==> src/rtl/icache_pkg.sv <==
// Shared types and constants for the I-cache refill path and the stall controller.
// Latency: none (types, constants and constant functions only).
// Backpressure: not applicable.
package icache_pkg;

    // Refill controller FSM states
    typedef enum logic [1:0] {
        ST_IDLE = 2'd0,
        ST_REQ  = 2'd1,
        ST_WAIT = 2'd2,
        ST_TAG  = 2'd3
    } state_e;

    // Stall request encoding understood by the pipeline stall controller
    localparam logic STOP   = 1'b1;
    localparam logic NOSTOP = 1'b0;

    // Byte offset width within a line: 16-byte quadword beats, BEATS per line
    function automatic int off_w(input int beats);
        return 4 + $clog2(beats);
    endfunction

    // Tag width: whatever remains above the index and line offset
    function automatic int tag_w(input int addr_w, input int index_w, input int beats);
        return addr_w - index_w - off_w(beats);
    endfunction

endpackage

==> src/rtl/icache_beat_cnt.sv <==
// Beat counter for one side of a refill burst (requests or responses), with beat-order mapping.
// Latency: count updates one cycle after inc_i; last_o and beat_o are combinational from the count.
// Backpressure: none; the owner only raises inc_i when a beat is actually accepted.
module icache_beat_cnt #(
    parameter  int BEATS = 4,
    localparam int BW    = $clog2(BEATS)
) (
    input  logic          clk,
    input  logic          rst,
    input  logic          clr_i,
    input  logic          inc_i,
    input  logic [BW-1:0] start_i,
    output logic          last_o,
    output logic [BW-1:0] beat_o
);

    localparam logic [BW:0] LAST_CNT = (BW+1)'(BEATS - 1);

    logic [BW:0] cnt_q, cnt_d;

    // Next count: clear dominates increment
    always_comb begin
        cnt_d = cnt_q;
        if (clr_i) begin
            cnt_d = '0;
        end else if (inc_i) begin
            cnt_d = cnt_q + 1'b1;
        end
    end

    // Count register with synchronous reset
    always_ff @(posedge clk) begin
        if (rst) begin
            cnt_q <= '0;
        end else begin
            cnt_q <= cnt_d;
        end
    end

    // The next accepted beat completes the line
    assign last_o = (cnt_q == LAST_CNT);

`ifdef ICACHE_CWF_EN
    // Critical word first: start at the missed quadword and wrap around the line
    assign beat_o = start_i + cnt_q[BW-1:0];
`else
    // Linear order from beat 0; the start beat is irrelevant here
    logic [BW-1:0] unused_start;
    assign unused_start = start_i;
    assign beat_o       = cnt_q[BW-1:0];
`endif

endmodule

==> src/rtl/icache_refill.sv <==
// I-cache miss refill: bursts one line from local store into the data RAM, then writes the tag.
// Latency: best case stall high for BEATS+3 cycles (accept, BEATS grants, last write, tag write).
// Backpressure: ls_req/ls_addr hold until ls_gnt; responses accepted whenever ls_rvalid. Option: ICACHE_CWF_EN.
module icache_refill
    import icache_pkg::*;
#(
    parameter int ADDR_W  = 32,
    parameter int DATA_W  = 128,
    parameter int BEATS   = 4,
    parameter int INDEX_W = 6
) (
    input  logic                                    clk,
    input  logic                                    rst,
    input  logic                                    miss,
    input  logic [ADDR_W-1:0]                       miss_addr,
    input  logic                                    flush,
    output logic                                    ls_req,
    output logic [ADDR_W-1:0]                       ls_addr,
    input  logic                                    ls_gnt,
    input  logic                                    ls_rvalid,
    input  logic [DATA_W-1:0]                       ls_rdata,
    output logic                                    ram_we,
    output logic [INDEX_W-1:0]                      ram_index,
    output logic [$clog2(BEATS)-1:0]                ram_beat,
    output logic [DATA_W-1:0]                       ram_wdata,
    output logic                                    tag_we,
    output logic [INDEX_W-1:0]                      tag_index,
    output logic [tag_w(ADDR_W, INDEX_W, BEATS)-1:0] tag,
    output logic                                    tag_valid,
    output logic                                    stallreq_fr_cache
);

    localparam int OFF_W = off_w(BEATS);
    localparam int TAG_W = tag_w(ADDR_W, INDEX_W, BEATS);
    localparam int BW    = $clog2(BEATS);

    state_e            state_q, state_d;
    logic [ADDR_W-1:0] addr_q, addr_d;
    logic              discard_q, discard_d;

    logic          cnt_clr;
    logic          req_inc, rsp_inc;
    logic          req_last, rsp_last;
    logic [BW-1:0] req_beat, rsp_beat;
    logic [BW-1:0] start_beat;

    // Byte offset inside the missed quadword never leaves the block
    logic [3:0] unused_addr_lo;
    assign unused_addr_lo = addr_q[3:0];

    assign start_beat = addr_q[OFF_W-1:4];
    assign cnt_clr    = (state_q == ST_IDLE);
    assign req_inc    = (state_q == ST_REQ) && ls_gnt;
    assign rsp_inc    = ((state_q == ST_REQ) || (state_q == ST_WAIT)) && ls_rvalid;

    icache_beat_cnt #(.BEATS(BEATS)) u_req_cnt (
        .clk     (clk),
        .rst     (rst),
        .clr_i   (cnt_clr),
        .inc_i   (req_inc),
        .start_i (start_beat),
        .last_o  (req_last),
        .beat_o  (req_beat)
    );

    icache_beat_cnt #(.BEATS(BEATS)) u_rsp_cnt (
        .clk     (clk),
        .rst     (rst),
        .clr_i   (cnt_clr),
        .inc_i   (rsp_inc),
        .start_i (start_beat),
        .last_o  (rsp_last),
        .beat_o  (rsp_beat)
    );

    // Data goes to the RAM untouched; ram_we qualifies it
    assign ram_wdata = ls_rdata;

    // Next state, latched address, discard flag and all control outputs
    always_comb begin
        state_d           = state_q;
        addr_d            = addr_q;
        discard_d         = discard_q;
        ls_req            = 1'b0;
        ls_addr           = '0;
        ram_we            = 1'b0;
        ram_index         = '0;
        ram_beat          = '0;
        tag_we            = 1'b0;
        tag_index         = '0;
        tag               = '0;
        tag_valid         = 1'b0;
        stallreq_fr_cache = NOSTOP;

        unique case (state_q)
            ST_IDLE: begin
                discard_d = 1'b0;
                // A redirect in the same cycle means the miss is already stale
                if (miss && !flush) begin
                    addr_d            = miss_addr;
                    state_d           = ST_REQ;
                    stallreq_fr_cache = STOP;
                end
            end
            ST_REQ: begin
                ls_req  = 1'b1;
                ls_addr = {addr_q[ADDR_W-1:OFF_W], req_beat, 4'b0000};
                if (ls_gnt && req_last) begin
                    state_d = ST_WAIT;
                end
            end
            ST_WAIT: begin
                state_d = ST_WAIT;
            end
            ST_TAG: begin
                tag_we    = 1'b1;
                tag_index = addr_q[OFF_W +: INDEX_W];
                tag       = addr_q[ADDR_W-1 -: TAG_W];
                tag_valid = !discard_q;
                state_d   = ST_IDLE;
            end
            default: begin
                state_d = ST_IDLE;
            end
        endcase

        // Responses return in order, so the last one always follows the last grant
        if (rsp_inc) begin
            ram_we    = 1'b1;
            ram_index = addr_q[OFF_W +: INDEX_W];
            ram_beat  = rsp_beat;
            if (rsp_last) begin
                state_d = ST_TAG;
            end
        end

        // Finish the burst even after a redirect, but remember to write the tag invalid
        if (state_q != ST_IDLE) begin
            stallreq_fr_cache = STOP;
            if (flush) begin
                discard_d = 1'b1;
            end
        end
    end

    // State, latched miss address and discard flag
    always_ff @(posedge clk) begin
        if (rst) begin
            state_q   <= ST_IDLE;
            addr_q    <= '0;
            discard_q <= 1'b0;
        end else begin
            state_q   <= state_d;
            addr_q    <= addr_d;
            discard_q <= discard_d;
        end
    end

endmodule

==> config.mk <==
export PLATFORM = sky130hd
export DESIGN_NAME = icache_refill
export DESIGN_NICKNAME = d
export VERILOG_FILES = /design/src/rtl/icache_pkg.sv /design/src/rtl/icache_beat_cnt.sv /design/src/rtl/icache_refill.sv
export SDC_FILE = /design/constraint.sdc
export NUM_CORES = 1
export LEC_CHECK = 0
export ABC_AREA = 1
export CORE_AREA = 2 2 144 146
export DETAILED_ROUTE_END_ITERATION = 10
export DIE_AREA = 0 0 146 148
export PLACE_DENSITY_LB_ADDON = 0.15
export SYNTH_ARGS = -nofsm -noshare
export SYNTH_HDL_FRONTEND = slang
export SYNTH_SLANG_ARGS = --single-unit
export TNS_END_PERCENT = 1
==> constraint.sdc <==
create_clock -name clk -period 3.65 [get_ports clk]
set_clock_uncertainty 0.1 [all_clocks]
set_input_delay 1.095 -clock clk [delete_from_list [all_inputs] [get_ports clk]]
set_output_delay 1.095 -clock clk [all_outputs]
set_load 0.005 [all_outputs]
Yosys cells after proc, flatten, opt, wreduce, memory -nomap -nowiden
Cells that the tools add are included.

Register bits after elaboration: 41. Logic and storage cells: 43. Bits of input ports: 166.

Add/sub/neg operators: 2. Muxes and demuxes: 20. Reductions and logical operators: 11. Equal/unequal tests: 5.

Operators with widths (count): $mux 32 (1); $mux 20 (1); $mux 6 (2); $mux 1 (10); $mux 2 (5); $pmux 2 s4 (1); $add 3x1->3 const B (2); $eq 3x2->1 const B (2); $eq 2x2->1 const B (2); $logic_and 1x1->1 (4); $eq 2x1->1 const B (1); $logic_not 1->1 (2); $logic_not 2->1 (1); $reduce_and 2->1 (1); $reduce_bool 2->1 (1); $reduce_or 2->1 (1); $logic_or 1x1->1 (1).

Depth between registers and ports, before layout
Depth after elaboration: 6. Mapped depth: 8. Depth with buffers taken out: 8.

Modules after synthesis
Synthesis repeated with hierarchy kept, for this count alone.

Cell total of the unflattened synthesis: 485. Area, all modules: 3151.8 sq um.

By module, submodules not included: icache_refill (cells an instance 435, instances 1, area each 2811.4 sq um, sequential area each 620.6 sq um); icache_beat_cnt (cells an instance 25, instances 2, area each 170.2 sq um, sequential area each 60.1 sq um).

Worst setup path before layout
No wires, ideal clock.

Path kind: input -> output. Start point: input port ls_rvalid. End point: output port ram_beat[0]. Arrival: 1430 ps. Setup slack: 1025 ps. Stages: 3. Cell sequence: nand2_1 -> buf_2 -> nor2_1.

Cells in the longest elaborated chain, start to end: 2.

RTL lines: start: declaration (line icache_refill.sv:20) `input logic ls_rvalid,`; $logic_and 1x1->1 (line icache_refill.sv:54) `assign rsp_inc = ((state_q == ST_REQ) || (state_q == ST_WAIT)) && ls_rvalid;`; $mux 2 (line icache_refill.sv:128) `if (rsp_inc) begin`; end: declaration (line icache_refill.sv:24) `output logic [$clog2(BEATS)-1:0] ram_beat,`.

Every way passes these cells.

Final worst setup path
Start point: input port ls_rvalid. End point: output port ram_we.

Cells in the longest elaborated chain, start to end: 2.

RTL lines: $logic_and 1x1->1 (line icache_refill.sv:54); $mux 1 (line icache_refill.sv:128); end: declaration (line icache_refill.sv:22) `output logic ram_we,`.

Every way passes these cells.

==> impl_metrics.yaml <==
status:
  status: "completed"
clocking:
  cts_inserted_buffers: 5
  clk-insertion-delay-late_ns: 0.29
  count_of_hold_fix_buffers_inserted_at_cts: 0
  clk_root_buffer_cell: "clkbuf_16"
  cts.reportedPaths.clkPinSlew_ns: 0.06
  htreeDepth: 2
  clkSinkCount: 35
  clock_tree.buffer_depth: 2
  tritoncts: "done"
floorplanning:
  dieWidth_um: 146
  die_y_um: 148
  core_sq_um: 20000
  floorplan.rows: 52
  ioPinCount: 365
  floorplan.die_area_sq_um: 21600
  start_util: 0.148
critical_path:
  worst_setup_path_end_kind: "output pin"
  crit_path_start_kind: "primary input"
  critical_path.max_fanout: 11
  timing.critical_path.required_ns: 2.45
  arrival_ns: 2.38
  critical_path_class: "in2out"
grt:
  global_route.overflow_total: 0
  first_global_vias: 2459
  initial_antenna_violation_count: 0
  grt_pass1_wl_um: 16100
  grt_max_degree: 34
  track_usage: 0.102
pwr:
  fin_total_pwr_mw: 0.992
  max-vdd-ir-drop_mv: 0.134
  power_density_nw_per_um2: 288
  p_leak_nw: 1.77
synth:
  synth.top_cells.by_area: "buf_4, dfxtp_1, nand2_1, inv_1, a21oi_1"
  synth.avg_cell_area_sq_um: 6.55
  syn_area_sq_um: 2970
  yosys_warnings: 0
  ys_ff_latch: 35
  seq_area_frac_synth: 0.236
  post-synth-top-area-cell: "buf_4"
  synthesis.instances: 453
  number_of_unique_standard_cell_types_used_by_synthesis: 16
  synth_top_area_frac: 0.334
finish:
  ff_latch_area_sq_um: 701
  share_of_layout_cells_above_drive_strength_1: 0.0428
  stdcell_count: 691
  final_nets: 594
  multi_input_area_sq_um: 912
  signed_area_change_from_the_synthesized_netlist_to_the_final_layout_pct: 16.0
  antenna-diode-count: 0
  n_fill_cell: 2348
  mostFrequentLayoutCell: "nand2_1"
  mostFrequentLayoutCells: "nand2_1, clkdlybuf4s50_1, inv_1, dfxtp_1"
  fin_util: 0.172
timing:
  final_hold_viol_count: 0
  timing.final.ws_setup_ns: 0.0799
  maxClockFrequency_mhz: 280
  period_minus_slack_ns: 3.57
  final_max_slew_viol_count: 0
  rsz0062_at_grt: "false"
  whs_ns: 0.382
  final_min_period_over_clock_period: 0.978
  final-setup-viol-count: 0
placed_design:
  dp_cells: 683
  gp_congestion: 0.702
  dp_hpwl_um: 8870
  port-buffer-count: 98
  post-place-ws_ns: -0.0303
route:
  drt.antenna.violating_nets: 0
  routed_via_density: 3.48
  drt_iter0_drc: 70
  routedWlPerCell_um: 16.3
  drt_pass1_iterations: 4
  routed-via-count: 2405
  totalWireLength_um: 11200
  drc: 0
min_path:
  min-delay-path-class: "reg2reg"
job:
  drv_cap: 0
-- logic make-up after synthesis --
logic type                 share of synthesized area
adders and majority gates                     0.0337
buffers and inverters                          0.461
other                                        0.00126
and+or+nand+nor                                0.216
AOI/OAI and AO/OA                             0.0489
xor gates and xnor gates                     0.00295
DFF                                            0.236
-- cells in the mapped netlist, drive strengths merged --
cell      n
a21oi    25
buf     148
clkbuf    3
conb      1
dfxtp    35
ha        8
inv      75
nand2   104
nand3     3
nand4    20
nor2     26
o21ai     4
xor2      1
-- stage by stage --
step	area [sq um]	setup TNS [ns]
after CTS	3430	0
after global routing	3440	0
after detailed placement	3300	-0.0339
after global placement	3300	-0.0904
after floorplan	2980	0
final	3440	0
-- layout make-up --
cell class / instances / share of cell area
clock buffer: 7 / 0.0385
clock inverter: 1 / 0.00145
inverter: 75 / 0.0818
multi-input combinational: 195 / 0.265
sequential: 35 / 0.203
tap: 270 / 0.0981
timing repair buffer: 108 / 0.312
-- metal layers --
| layer | routed length (um) | GRT usage | part of all wire | up-vias |
|---|---|---|---|---|
| met4 | 478 | 0.0597 | 0.043 | 0 |
| li1 | - | - | - | 1144 |
| met2 | 5790 | 0.181 | 0.51 | 153 |
| met1 | 3630 | 0.0921 | 0.32 | 1066 |
| met3 | 1340 | 0.0562 | 0.12 | 42 |
| met5 | 0 | 0.00455 | 0 | - |
-- what timing repair did --
item,4_1_cts,5_1_grt
cloned,0,0
resized for setup,6,4
buffers inserted,0,0
hold endpoints to repair,0,0
endpoints found under the setup margin,5,4
-- critical path: stages --
cell	delay, ns
clkdlybuf4s50_1	0.49
nand2_1	0.07
buf_6	0.14
inv_1	0.07
clkdlybuf4s50_1	0.50
-- path summary, 6_finish.rpt --
kind / from / end / slack (ns) / depth (start not counted)
worst max register to register: state_q[1] / state_q[0] / 1.78 / 7
worst min-delay path: addr_q[28] / addr_q[28] / 0.38 / 2
worst min register to register: addr_q[28] / addr_q[28] / 0.38 / 2
worst max-delay path: ls_rvalid / ram_we / 0.08 / 5
-- power breakdown --
part,total (mW),switching [mW],internal [mW]
sequential,0.414,0.0143,0.400
clock,0.435,0.182,0.253
combinational,0.143,0.0761,0.0670
-- state kept, by name, indices dropped and copies added (netlist names) --
register / count
state_q: 2
discard_q: 1
addr_q: 26
u_req_cnt.cnt_q: 3
u_rsp_cnt.cnt_q: 3
(Power assumes the default switching activity.)
==> edit: new RTL, same flow settings <==
Change the parameter `INDEX_W` from 6 to 7.
--- a/src/rtl/icache_refill.sv
+++ b/src/rtl/icache_refill.sv
@@ -8,5 +8,5 @@
     parameter int DATA_W  = 128,
     parameter int BEATS   = 4,
-    parameter int INDEX_W = 6
+    parameter int INDEX_W = 7
 ) (
     input  logic                                    clk,
Ports: changed (resized ram_index, tag and tag_index); port bits go from 365 to 366. The function was not compared with the original's and may differ.
==> edit against the original RTL <==
Non-clock buffer count up 3. Sequential cell count unchanged. Critical path depth unchanged. First-iteration DRC count increased by 10%. Cell area up 1.4%. Wire length is 1.4% higher. Synthesized area shrank 0.38%. Total power about the same. Core utilization up 0.24 points. Worst setup slack better by 0.00070 ns. Critical path type unchanged.
==> edit: results (changes against the original RTL) <==
Layout
  • Clock network area share: 0.0405 (+0.000531)
  • Seq area share: 0.201 (-0.00277)
  • Fillers: 2343 (-0.21%)
  • Share of cells above drive strength 1: 0.0515 (+0.00877)
  • Inverters: 76 (+1.3%)
  • Non-clock buffering overhead: 0.320 (+0.00830)
  • Final nets: 600 (+1.0%)
  • Clock buffers: 6 (-1)
  • Multi-input gate share of total cell area: 0.260 (-0.00468)
  • Non-CTS buffers: 111 (+2.8%)
  • Multi-input gates: 197 (+1.0%)

Global routing
  • GR Util met3: 0.0534 (-0.00278)
  • Number of global-route vias before repair: 2487 (+1.1%)
  • Global routing usage on met2: 0.184 (+0.00354)
  • Largest net degree at the start of global routing: 29 (-15%)
  • GRT Util Overall: 0.103 (+0.000529)
  • First-pass GRT wire length: 16200 um (+0.77%)

Detailed routing
  • Met1 wire length: 3910 um (+7.6%)
  • WL/cell: 16.4 um (+0.52%)
  • DR pass1 iterations: 6 (+2)
  • DR WL met3: 1270 um (-5.1%)
  • Via count: 2436 (+1.3%)
  • Initial DRC count: 77 (+10%)
  • Routed wl met2: 5930 um (+2.4%)

Setup path
  • Setup crit start: flush
  • Worst R2R End: addr_q[11]$_SDFFE_PP0P_
  • Slowest cell delay on critical path: 0.52 ns (+0.02 ns)
  • Worst Setup EP: stallreq_fr_cache
  • Crit Path Max Fanout: 2 (-9)
  • Reg2Reg Setup Slack: 1.71 ns (-0.07 ns)
  • R2R depth: 7 (unchanged)

Pwr
  • P_leak: 1.72 nW (-2.4%)
  • Net Sw Power: 0.269 mW (-1.2%)
  • Logic gate share of total power: 0.151 (+0.007)
  • Flop pwr share: 0.416 (about the same)
  • Power in combinational cells: 0.150 mW (+5%)

Synthesis
  • Synth Area in Adders: 0.0338 (+0.000128)
  • Ys async rst share: 0 (unchanged)
  • Synth Area in Compound Gates: 0.0474 (-0.00151)
  • Top_reg_cell synth: dfxtp_1
  • Sequential area share after synthesis: 0.237 (+0.000898)
  • Synth area leaders: buf_4, dfxtp_1, nand2_1
  • YS warnings: 0 (unchanged)
  • Most frequent cells after synthesis: buf_4, nand2_1, inv_1, dfxtp_1, nor2_1
  • XOR/XNOR share of the synthesized area: 0.00296 (+0.0000112)

Placement
  • Number of port buffers: 99 (+1.0%)
  • Cell Area, Placed: 3350 um2 (+1.5%)
  • DP HPWL: 9260 um (+4.3%)
  • Placer Congestion: 0.669 (-4.6%)

Clocking
  • Latest clock arrival within the worst-skew pair: 0.29 ns (about the same)
  • Clk buf depth: 2 (unchanged)
  • Post-cts resize count: 2 (-4)

Worst hold path
  • Hold path endpoint: u_rsp_cnt.cnt_q[1]$_SDFFE_PP0P_
  • Hold path start: u_rsp_cnt.cnt_q[1]$_SDFFE_PP0P_

Status
  • Status: finished clean
## edit: changes by cell type after synthesis
cell     before  now
nand2_1     104  106
nor2_1       26   28
a21oi_1      25   24
buf_6         1    0
inv_2         0    1
nand3_2       0    1
nand3_4       1    0
nand4_1      20   19
## edit: kinds of logic (layout without fill, tap and decap cells)
kind of cell / count (synthesis) / count (layout)
DFF: 35 / 35
buffers and inverters: 226 / 195
other: 1 / 4
xor gates and xnor gates: 1 / 1
AOI/OAI and AO/OA: 28 / 28
and+or+nand+nor: 156 / 156
adders and majority gates: 8 / 8
## edit: stage by stage
stage	worst slack, ns	std cells	hold WS, ns	setup TNS, ns	util
2_1_floorplan	0.977	458	0.348	0	-
3_3_place_gp	-0.00600	689	0.370	-0.00600	0.167
3_5_place_dp	-0.0352	689	0.376	-0.182	0.167
4_1_cts	0.0901	697	0.386	0	0.174
5_1_grt	0.0518	697	0.396	0	0.174
6_report	0.0806	697	0.379	0	0.174
